===== src/rtl/stack_ctrl_if.sv =====
// stack_ctrl_if
// Groups the signals between the stack controller and its neighbours:
// the control unit (push/pop requests, data, status pulses), the stack
// pointer register (current value in, one-cycle move strobes out) and the
// data memory (single-word request/ack port).
//
// Modports:
//   master - the stack controller itself; it drives status, SP strobes
//            and the memory request
//   slave  - everything around it: control unit, SP register and memory
interface stack_ctrl_if;
  logic        STK_push;
  logic        STK_pop;
  logic [15:0] STK_din;
  logic [15:0] STK_dout;
  logic        STK_busy;
  logic        STK_done;
  logic        STK_ovf;
  logic        STK_unf;
  logic [15:0] STK_SP_in;
  logic        STK_SP_inc;
  logic        STK_SP_dec;
  logic [15:0] STK_mem_addr;
  logic [15:0] STK_mem_wdata;
  logic        STK_mem_req;
  logic        STK_mem_we;
  logic [15:0] STK_mem_rdata;
  logic        STK_mem_ack;

  modport master (
    input  STK_push, STK_pop, STK_din, STK_SP_in, STK_mem_rdata, STK_mem_ack,
    output STK_dout, STK_busy, STK_done, STK_ovf, STK_unf,
           STK_SP_inc, STK_SP_dec,
           STK_mem_addr, STK_mem_wdata, STK_mem_req, STK_mem_we
  );

  modport slave (
    output STK_push, STK_pop, STK_din, STK_SP_in, STK_mem_rdata, STK_mem_ack,
    input  STK_dout, STK_busy, STK_done, STK_ovf, STK_unf,
           STK_SP_inc, STK_SP_dec,
           STK_mem_addr, STK_mem_wdata, STK_mem_req, STK_mem_we
  );
endinterface


===== src/rtl/stack_ctrl.sv =====
// stack_ctrl
// Stack controller in front of the 16-bit stack pointer register. Takes
// single-word push/pop requests, performs the memory access at the current
// stack address and pulses the SP move strobes. The stack is empty-
// descending: SP points at the next free word, so a push writes at SP and
// then moves SP down, while a pop moves SP up first and then reads at it.
// Overflow and underflow are detected in IDLE, before any memory access.
//
// Parameters:
//   STACK_TOP   - SP value of an empty stack (SP power-up value)
//   STACK_LIMIT - lowest address a push may write
//
// Ports:
//   STK_clk   - clock, rising edge
//   STK_rst_n - asynchronous active-low reset (does not touch the SP)
//   stk       - stack_ctrl_if.master: requests, status pulses, SP strobes,
//               memory port
module stack_ctrl #(
  parameter logic [15:0] STACK_TOP   = 16'hFFFF,
  parameter logic [15:0] STACK_LIMIT = 16'hFF00
) (
  input logic          STK_clk,
  input logic          STK_rst_n,
  stack_ctrl_if.master stk
);

  typedef enum logic [2:0] {
    IDLE,
    PUSH_WR,
    PUSH_ADJ,
    POP_ADJ,
    POP_RD,
    POP_FIN
  } state_t;

  state_t      state_q, state_d;
  logic [15:0] wr_data_q;
  logic [15:0] dout_q;
  logic        ovf_q, unf_q;

  logic        is_idle, is_empty, is_full;
  logic        accept_push, reject_push, accept_pop, reject_pop;

  logic        busy, done, sp_inc, sp_dec, mem_req, mem_we;
  logic [15:0] mem_addr, mem_wdata;

  // Push wins over pop when both are requested; requests outside IDLE
  // are simply dropped.
  assign is_idle     = (state_q == IDLE);
  assign is_empty    = (stk.STK_SP_in == STACK_TOP);
  assign is_full     = (stk.STK_SP_in < STACK_LIMIT);
  assign accept_push = is_idle &&  stk.STK_push && !is_full;
  assign reject_push = is_idle &&  stk.STK_push &&  is_full;
  assign accept_pop  = is_idle && !stk.STK_push && stk.STK_pop && !is_empty;
  assign reject_pop  = is_idle && !stk.STK_push && stk.STK_pop &&  is_empty;

  // State register.
  always_ff @(posedge STK_clk or negedge STK_rst_n) begin
    if (!STK_rst_n) begin
      state_q <= IDLE;
    end else begin
      state_q <= state_d;
    end
  end

  // Datapath: push data is frozen at acceptance so the write stays stable
  // while the memory stalls; popped data is held until the next pop ends.
  // The ovf/unf flags are registered so they land in the cycle after the
  // rejected request.
  always_ff @(posedge STK_clk or negedge STK_rst_n) begin
    if (!STK_rst_n) begin
      wr_data_q <= 16'h0000;
      dout_q    <= 16'h0000;
      ovf_q     <= 1'b0;
      unf_q     <= 1'b0;
    end else begin
      if (accept_push) begin
        wr_data_q <= stk.STK_din;
      end
      if (state_q == POP_RD && stk.STK_mem_ack) begin
        dout_q <= stk.STK_mem_rdata;
      end
      ovf_q <= reject_push;
      unf_q <= reject_pop;
    end
  end

  // Next-state and per-state outputs. Address and write data are forced
  // to zero outside the memory states so nothing stale leaks onto the bus.
  always_comb begin
    state_d   = state_q;
    busy      = 1'b1;
    done      = 1'b0;
    sp_inc    = 1'b0;
    sp_dec    = 1'b0;
    mem_req   = 1'b0;
    mem_we    = 1'b0;
    mem_addr  = 16'h0000;
    mem_wdata = 16'h0000;
    case (state_q)
      IDLE: begin
        busy = 1'b0;
        if (accept_push) begin
          state_d = PUSH_WR;
        end else if (accept_pop) begin
          state_d = POP_ADJ;
        end
      end
      PUSH_WR: begin
        mem_req   = 1'b1;
        mem_we    = 1'b1;
        mem_addr  = stk.STK_SP_in;
        mem_wdata = wr_data_q;
        if (stk.STK_mem_ack) begin
          state_d = PUSH_ADJ;
        end
      end
      PUSH_ADJ: begin
        sp_inc  = 1'b1;
        done    = 1'b1;
        state_d = IDLE;
      end
      POP_ADJ: begin
        sp_dec  = 1'b1;
        state_d = POP_RD;
      end
      POP_RD: begin
        // SP has already moved up, so it now addresses the top word.
        mem_req  = 1'b1;
        mem_addr = stk.STK_SP_in;
        if (stk.STK_mem_ack) begin
          state_d = POP_FIN;
        end
      end
      POP_FIN: begin
        done    = 1'b1;
        state_d = IDLE;
      end
      default: begin
        state_d = IDLE;
      end
    endcase
  end

  assign stk.STK_dout      = dout_q;
  assign stk.STK_busy      = busy;
  assign stk.STK_done      = done;
  assign stk.STK_ovf       = ovf_q;
  assign stk.STK_unf       = unf_q;
  assign stk.STK_SP_inc    = sp_inc;
  assign stk.STK_SP_dec    = sp_dec;
  assign stk.STK_mem_req   = mem_req;
  assign stk.STK_mem_we    = mem_we;
  assign stk.STK_mem_addr  = mem_addr;
  assign stk.STK_mem_wdata = mem_wdata;

endmodule


===== src/flat_wrapper.sv =====
// flat-port wrapper written by rule: the top's interface ports become plain ports
module stack_ctrl_flat 
#(
  parameter logic [15:0] STACK_TOP   = 16'hFFFF,
  parameter logic [15:0] STACK_LIMIT = 16'hFF00
)
  (STK_clk, STK_rst_n, stk_STK_push, stk_STK_pop, stk_STK_din, stk_STK_SP_in, stk_STK_mem_rdata, stk_STK_mem_ack, stk_STK_dout, stk_STK_busy, stk_STK_done, stk_STK_ovf, stk_STK_unf, stk_STK_SP_inc, stk_STK_SP_dec, stk_STK_mem_addr, stk_STK_mem_wdata, stk_STK_mem_req, stk_STK_mem_we);
  stack_ctrl_if stk_i ();
  input logic STK_clk;
  input logic STK_rst_n;
  input wire logic [$bits(stk_i.STK_push)-1:0] stk_STK_push;
  input wire logic [$bits(stk_i.STK_pop)-1:0] stk_STK_pop;
  input wire logic [$bits(stk_i.STK_din)-1:0] stk_STK_din;
  input wire logic [$bits(stk_i.STK_SP_in)-1:0] stk_STK_SP_in;
  input wire logic [$bits(stk_i.STK_mem_rdata)-1:0] stk_STK_mem_rdata;
  input wire logic [$bits(stk_i.STK_mem_ack)-1:0] stk_STK_mem_ack;
  output wire logic [$bits(stk_i.STK_dout)-1:0] stk_STK_dout;
  output wire logic [$bits(stk_i.STK_busy)-1:0] stk_STK_busy;
  output wire logic [$bits(stk_i.STK_done)-1:0] stk_STK_done;
  output wire logic [$bits(stk_i.STK_ovf)-1:0] stk_STK_ovf;
  output wire logic [$bits(stk_i.STK_unf)-1:0] stk_STK_unf;
  output wire logic [$bits(stk_i.STK_SP_inc)-1:0] stk_STK_SP_inc;
  output wire logic [$bits(stk_i.STK_SP_dec)-1:0] stk_STK_SP_dec;
  output wire logic [$bits(stk_i.STK_mem_addr)-1:0] stk_STK_mem_addr;
  output wire logic [$bits(stk_i.STK_mem_wdata)-1:0] stk_STK_mem_wdata;
  output wire logic [$bits(stk_i.STK_mem_req)-1:0] stk_STK_mem_req;
  output wire logic [$bits(stk_i.STK_mem_we)-1:0] stk_STK_mem_we;
  assign stk_i.STK_push = stk_STK_push;
  assign stk_i.STK_pop = stk_STK_pop;
  assign stk_i.STK_din = stk_STK_din;
  assign stk_i.STK_SP_in = stk_STK_SP_in;
  assign stk_i.STK_mem_rdata = stk_STK_mem_rdata;
  assign stk_i.STK_mem_ack = stk_STK_mem_ack;
  assign stk_STK_dout = stk_i.STK_dout;
  assign stk_STK_busy = stk_i.STK_busy;
  assign stk_STK_done = stk_i.STK_done;
  assign stk_STK_ovf = stk_i.STK_ovf;
  assign stk_STK_unf = stk_i.STK_unf;
  assign stk_STK_SP_inc = stk_i.STK_SP_inc;
  assign stk_STK_SP_dec = stk_i.STK_SP_dec;
  assign stk_STK_mem_addr = stk_i.STK_mem_addr;
  assign stk_STK_mem_wdata = stk_i.STK_mem_wdata;
  assign stk_STK_mem_req = stk_i.STK_mem_req;
  assign stk_STK_mem_we = stk_i.STK_mem_we;
  stack_ctrl #(.STACK_TOP(STACK_TOP), .STACK_LIMIT(STACK_LIMIT)) u_core (.STK_clk(STK_clk), .STK_rst_n(STK_rst_n), .stk(stk_i));
endmodule

===== config.mk =====
export PLATFORM = sky130hd
export DESIGN_NAME = stack_ctrl_flat
export DESIGN_NICKNAME = d
export VERILOG_FILES = /design/src/rtl/stack_ctrl_if.sv /design/src/rtl/stack_ctrl.sv /design/src/flat_wrapper.sv
export SDC_FILE = /design/constraint.sdc
export NUM_CORES = 1
export LEC_CHECK = 0
export ABC_CLOCK_PERIOD_IN_PS = 5200
export BUFFER_PORTS_ARGS = -buffer_cell sky130_fd_sc_hd__buf_4
export CAP_MARGIN = 10
export CORE_UTILIZATION = 46
export DETAILED_ROUTE_END_ITERATION = 6
export HOLD_SLACK_MARGIN = 0.12
export PLACE_DENSITY_LB_ADDON = 0.05
export SLEW_MARGIN = 20
export SYNTH_ARGS = -nofsm -noshare
export SYNTH_HDL_FRONTEND = slang
export SYNTH_SLANG_ARGS = --single-unit

===== constraint.sdc =====
create_clock -name STK_clk -period 5.2 [get_ports STK_clk]
set_input_delay 0.78 -clock STK_clk [delete_from_list [all_inputs] [get_ports STK_clk]]
set_output_delay 0.78 -clock STK_clk [all_outputs]
set_load 0.05 [all_outputs]

* Word-level counts from Yosys, hierarchy flattened
Index checks and enable logic that the tools add are counted.
Storage, ports and cells: bits in registers 37, input bits 53, output and inout port bits 56, word-level logic and storage cells 43
Operators by class: $lt $le $gt $ge 1, equal/unequal tests 9, mux-type cells 13, reduce and logical (&&, ||, !) cells 15
Operators with widths (number):
- 16-bit 2-to-1 mux | 2
- 16-bit equality test, second input constant | 1
- 16-bit < comparator, second input constant | 1
- 3-bit 2-to-1 mux | 4
- 3-bit case mux with 4 select lines | 1
- 1-bit logical AND | 8
- 3-bit by 2-bit equality test with 1-bit output, second input constant | 2
- 3-bit equality test, second input constant | 2
- 1-bit 2-to-1 mux | 6
- 2-bit inequality test, second input constant | 2
- 2-bit OR reduction | 2
- 3-bit by 1-bit equality test with 1-bit output, second input constant | 1
- 1-bit zero test | 3
- 3-bit zero test | 1
- 3-bit inequality test, second input constant | 1
- 3-bit AND reduction | 1

* Logic depth before layout (Yosys ltp)
depth in word-level cells 7, gate-level depth with buffers 6, gate-level depth less buffers 4

* Least setup slack after synthesis
Ideal clock, no wire load.
path kind register to output, from register u_core.state_q[2], to output port stk_STK_mem_wdata[10], data arrival time 2.008 ns, required time 4.420 ns, setup slack 2.412 ns, stages on the path, launching flop included 5, path buffers 2, path through dfrtp_1 -> buf_2 -> nor3b_2 -> clkbuf_1 -> and2_1
On the way: word-level cells in the longest chain between the ends 2
Ends and longest elaborated chain:
- from (decl) | RTL line stack_ctrl.sv:36 | state_t state_q, state_d;
- from (signal assigned) | RTL line stack_ctrl.sv:62 | state_q <= state_d;
- 3-bit by 1-bit equality test with 1-bit output | RTL line stack_ctrl.sv:100 | case (state_q)
- 16-bit 2-to-1 mux | RTL line stack_ctrl.sv:100
- to (decl) | RTL line flat_wrapper.sv:25 | output wire logic [$bits(stk_i.STK_mem_wdata)-1:0] stk_STK_mem_wdata;
Every way passes these cells.

* Worst setup path after layout
from register u_core.state_q[0], to output port stk_STK_mem_wdata[3]
The elaborated chain is that of the path after synthesis.

==> impl_metrics.ini <==
[critical_path]
arrival_ns = 2.03
cp_slowest_stage_delay_ns = 0.76
crit_buf_inv = 1
ff2ff_path_depth = 4
crit_path_top_delay_cell = nor3b_2
cp-end-kind = output pin
reg2reg_from = u_core.state_q[2]$_DFFE_PN0P_
start_kind = flip-flop
worstSetupPathType = flip-flop to output pin
crit_family = simple AND/OR/NAND/NOR gates
r2r-end = u_core.wr_data_q[15]$_DFFE_PN0P_
critPathMaxFanout = 18
cp_cell_sequence = nor3b_2 -> and2_1 -> buf_4
reg2reg_setup_slack_ns = 3.17
cp.required_ns = 4.42

[yosys]
ys_warn_count = 0
yosys.area_share.simple = 0.215
synth_top_family_by_area = simple AND/OR/NAND/NOR gates
synth_xor_area_frac = 0.00499
netlist_area_um2 = 1750
ys_types = 25
synth_mux_area_frac = 0.205
synthCells = 142
ys_ff_latch = 37
postSynthAreaPerCell_um2 = 12.4
synth_area_leader_cell = dfrtp_1
synth_compound_area_frac = 0.0178
netlist.area_leader.share = 0.528
synth-adder-area-share = 0
synth_area_leaders = dfrtp_1 (53%), mux2_2 (21%), and2_1 (12%), nor3_4 (1.9%), nand4_1 (1.4%)
synth_nets = 195
synth_seq_area_share = 0.528

[power]
p_total_mw = 1.60
power.switching_uw = 818
power_frac_comb = 0.610
clock_power_share = 0.123
p_leak_nw = 1.40
ir_drop_mv = 0.543
p_per_area_nw_per_um2 = 600
switching_share = 0.511
p_int_uw = 783
pwr-share-seq = 0.267

[global_routing]
first_global_vias = 1312
grt_util_all_layers = 0.193
grt.met2_usage = 0.328
grt-ovfl-total = 0
antenna_found_initial = 0
grt_pass1_wl_um = 5860
grtUsageMet1 = 0.216
met3_usage = 0.0696
grt_start_max_net_pins = 38
top_usage_layer = met2

[cells_and_area]
n_antenna_cell = 0
drive_above_1_share = 0.604
syn_to_final_growth_pct = 52.1
nets = 303
final_cells = 298
final_core_util = 0.729
fillers = 277
stdcell_area_um2 = 2670
multi_input_area_um2 = 778
regArea_um2 = 926

[timing]
hold_viol = 0
finalCritPeriodShare = 0.540
tightest_slew_ns = 0.841
setup_ws_ns = 2.39
fin_tns_setup_ns = 0
fmax_mhz = 356
slew_violations = 0
hold_ws_ns = 0.445
period_minus_slack_ns = 2.81
rsz0062_at_grt = no
setup_violations = 0
relSlewSlack = 0.437
skew_ns = 0.00604

[detailed_routing]
avgViaCountPerCell = 4.77
vias = 1422
wl_per_cell_um = 12.3
drc = 0
drt_wl_total_um = 3650
drt_iter0_drc = 59
first_pass_iters = 4
antenna_left = 0

[clock_tree]
htree_levels = 2
cts_tree = built
cts_resized = 0
clkLatencyLatePin_ns = 0.28
post_cts_buffers = 0
cts_sinks = 37
cts_buffers = 5
cts_root_buf = clkbuf_8
clk_pin_slew_worst_paths_ns = 0.07
ctsHoldBuffers = 0
clk_path_buf_depth = 2

[floorplan]
io_pins = 109
rows = 22
die_h_um = 63.8
die-area_um2 = 4060
initial_utilization = 0.479
core-area_um2 = 3660
die_w_um = 63.8

[placement]
placed_cells = 291
place_ws_ns = 2.64
dpl.hpwl_um = 2840
globalplace.congestion = 0.764
dpl_cell_area_um2 = 2580
port_buffers = 108

[job]
max_cap_viol_count = 0

[outcome]
outcome = finished, final reports clean

[hold_path]
holdCritPathClass = input pin to async pin
==> logic make-up (layout without fill, tap and decap cells) <==
group / Yosys count / in the layout
multiplexers: 32 / 32
flip-flops: 37 / 37
XOR/XNOR: 1 / 1
buffers and inverters: 8 / 116
AND/OR/NAND/NOR: 59 / 59
AO/OA/AOI/OAI: 5 / 5
==> registers in the layout (all words and copies together), names as in the netlist <==
register / cells
u_core.stk.STK_ovf: 1
u_core.state_q: 3
u_core.stk.STK_unf: 1
u_core.wr_data_q: 16
u_core.stk.STK_dout: 16
==> cell usage after synthesis <==
master     instances
nand3b_1           2
o21ai_0            2
and2_1            33
and4b_1            1
nor4_1             2
mux2_2            32
a21o_1             1
dfrtp_1           37
a2111oi_0          1
nand2_2            1
nand2_1            3
inv_1              1
xnor2_1            1
nor3b_2            1
nand4_1            4
and3_1             1
nor3_1             1
buf_6              2
nor2b_1            1
a21oi_1            1
nor3_4             2
buf_2              4
clkbuf_1           1
nand2b_1           1
nor2_1             6
==> placed cells by master, fill, tap and decap left out, drive strengths merged <==
cell | netlist | final
dfrtp | 37 | 37
mux2 | 32 | 32
nand4 | 4 | 4
a2111oi | 1 | 1
clkbuf | 1 | 6
a21oi | 1 | 1
and3 | 1 | 1
nand2 | 4 | 4
nand2b | 1 | 1
a21o | 1 | 1
o21ai | 2 | 2
xnor2 | 1 | 1
inv | 1 | 1
nor3 | 3 | 3
nor2b | 1 | 1
nand3b | 2 | 2
nor4 | 2 | 2
nor2 | 6 | 6
clkinvlp | 0 | 1
buf | 6 | 108
and4b | 1 | 1
nor3b | 1 | 1
and2 | 33 | 33
==> power by group through the flow <==
stage	registers, mW	clock network (mW)	logic (mW)
5_1_grt	0.441	0.222	1.02
6_report	0.427	0.197	0.977
2_1_floorplan	0.639	0	0.486
3_3_place_gp	0.427	0	0.980
4_1_cts	0.428	0.205	0.985
3_5_place_dp	0.434	0	0.984
==> area by class of cell <==
class | instances | share of cell area
flip-flops and latches | 37 | 0.347
multi-input cells | 97 | 0.292
inverters | 1 | 0.00141
well taps | 48 | 0.0225
repair buffers | 108 | 0.304
clock inverters | 1 | 0.00281
clock buffers | 6 | 0.0309
==> how the worst max path moves through the flow <==
stage | end | slack (ns) | depth (start not counted) | from
CTS | stk_STK_mem_wdata[3] | 2.33 | 3 | u_core.state_q[0]$_DFFE_PN0P_
global route | stk_STK_mem_wdata[3] | 2.22 | 3 | u_core.state_q[0]$_DFFE_PN0P_
global placement | stk_STK_mem_addr[13] | 2.71 | 4 | u_core.state_q[2]$_DFFE_PN0P_
detailed placement | stk_STK_mem_wdata[3] | 2.64 | 3 | u_core.state_q[0]$_DFFE_PN0P_
floorplan | stk_STK_mem_wdata[10] | 2.41 | 4 | u_core.state_q[2]$_DFFE_PN0P_
finish | stk_STK_mem_wdata[3] | 2.39 | 3 | u_core.state_q[0]$_DFFE_PN0P_
==> per-layer routing <==
metal	wire [µm]	up-vias	part of all wire
met5	0	-	0
li1	-	698	-
met4	63	0	0.017
met3	247	7	0.068
met1	1450	657	0.40
met2	1890	60	0.52
Power figures use the tool's default switching activity.
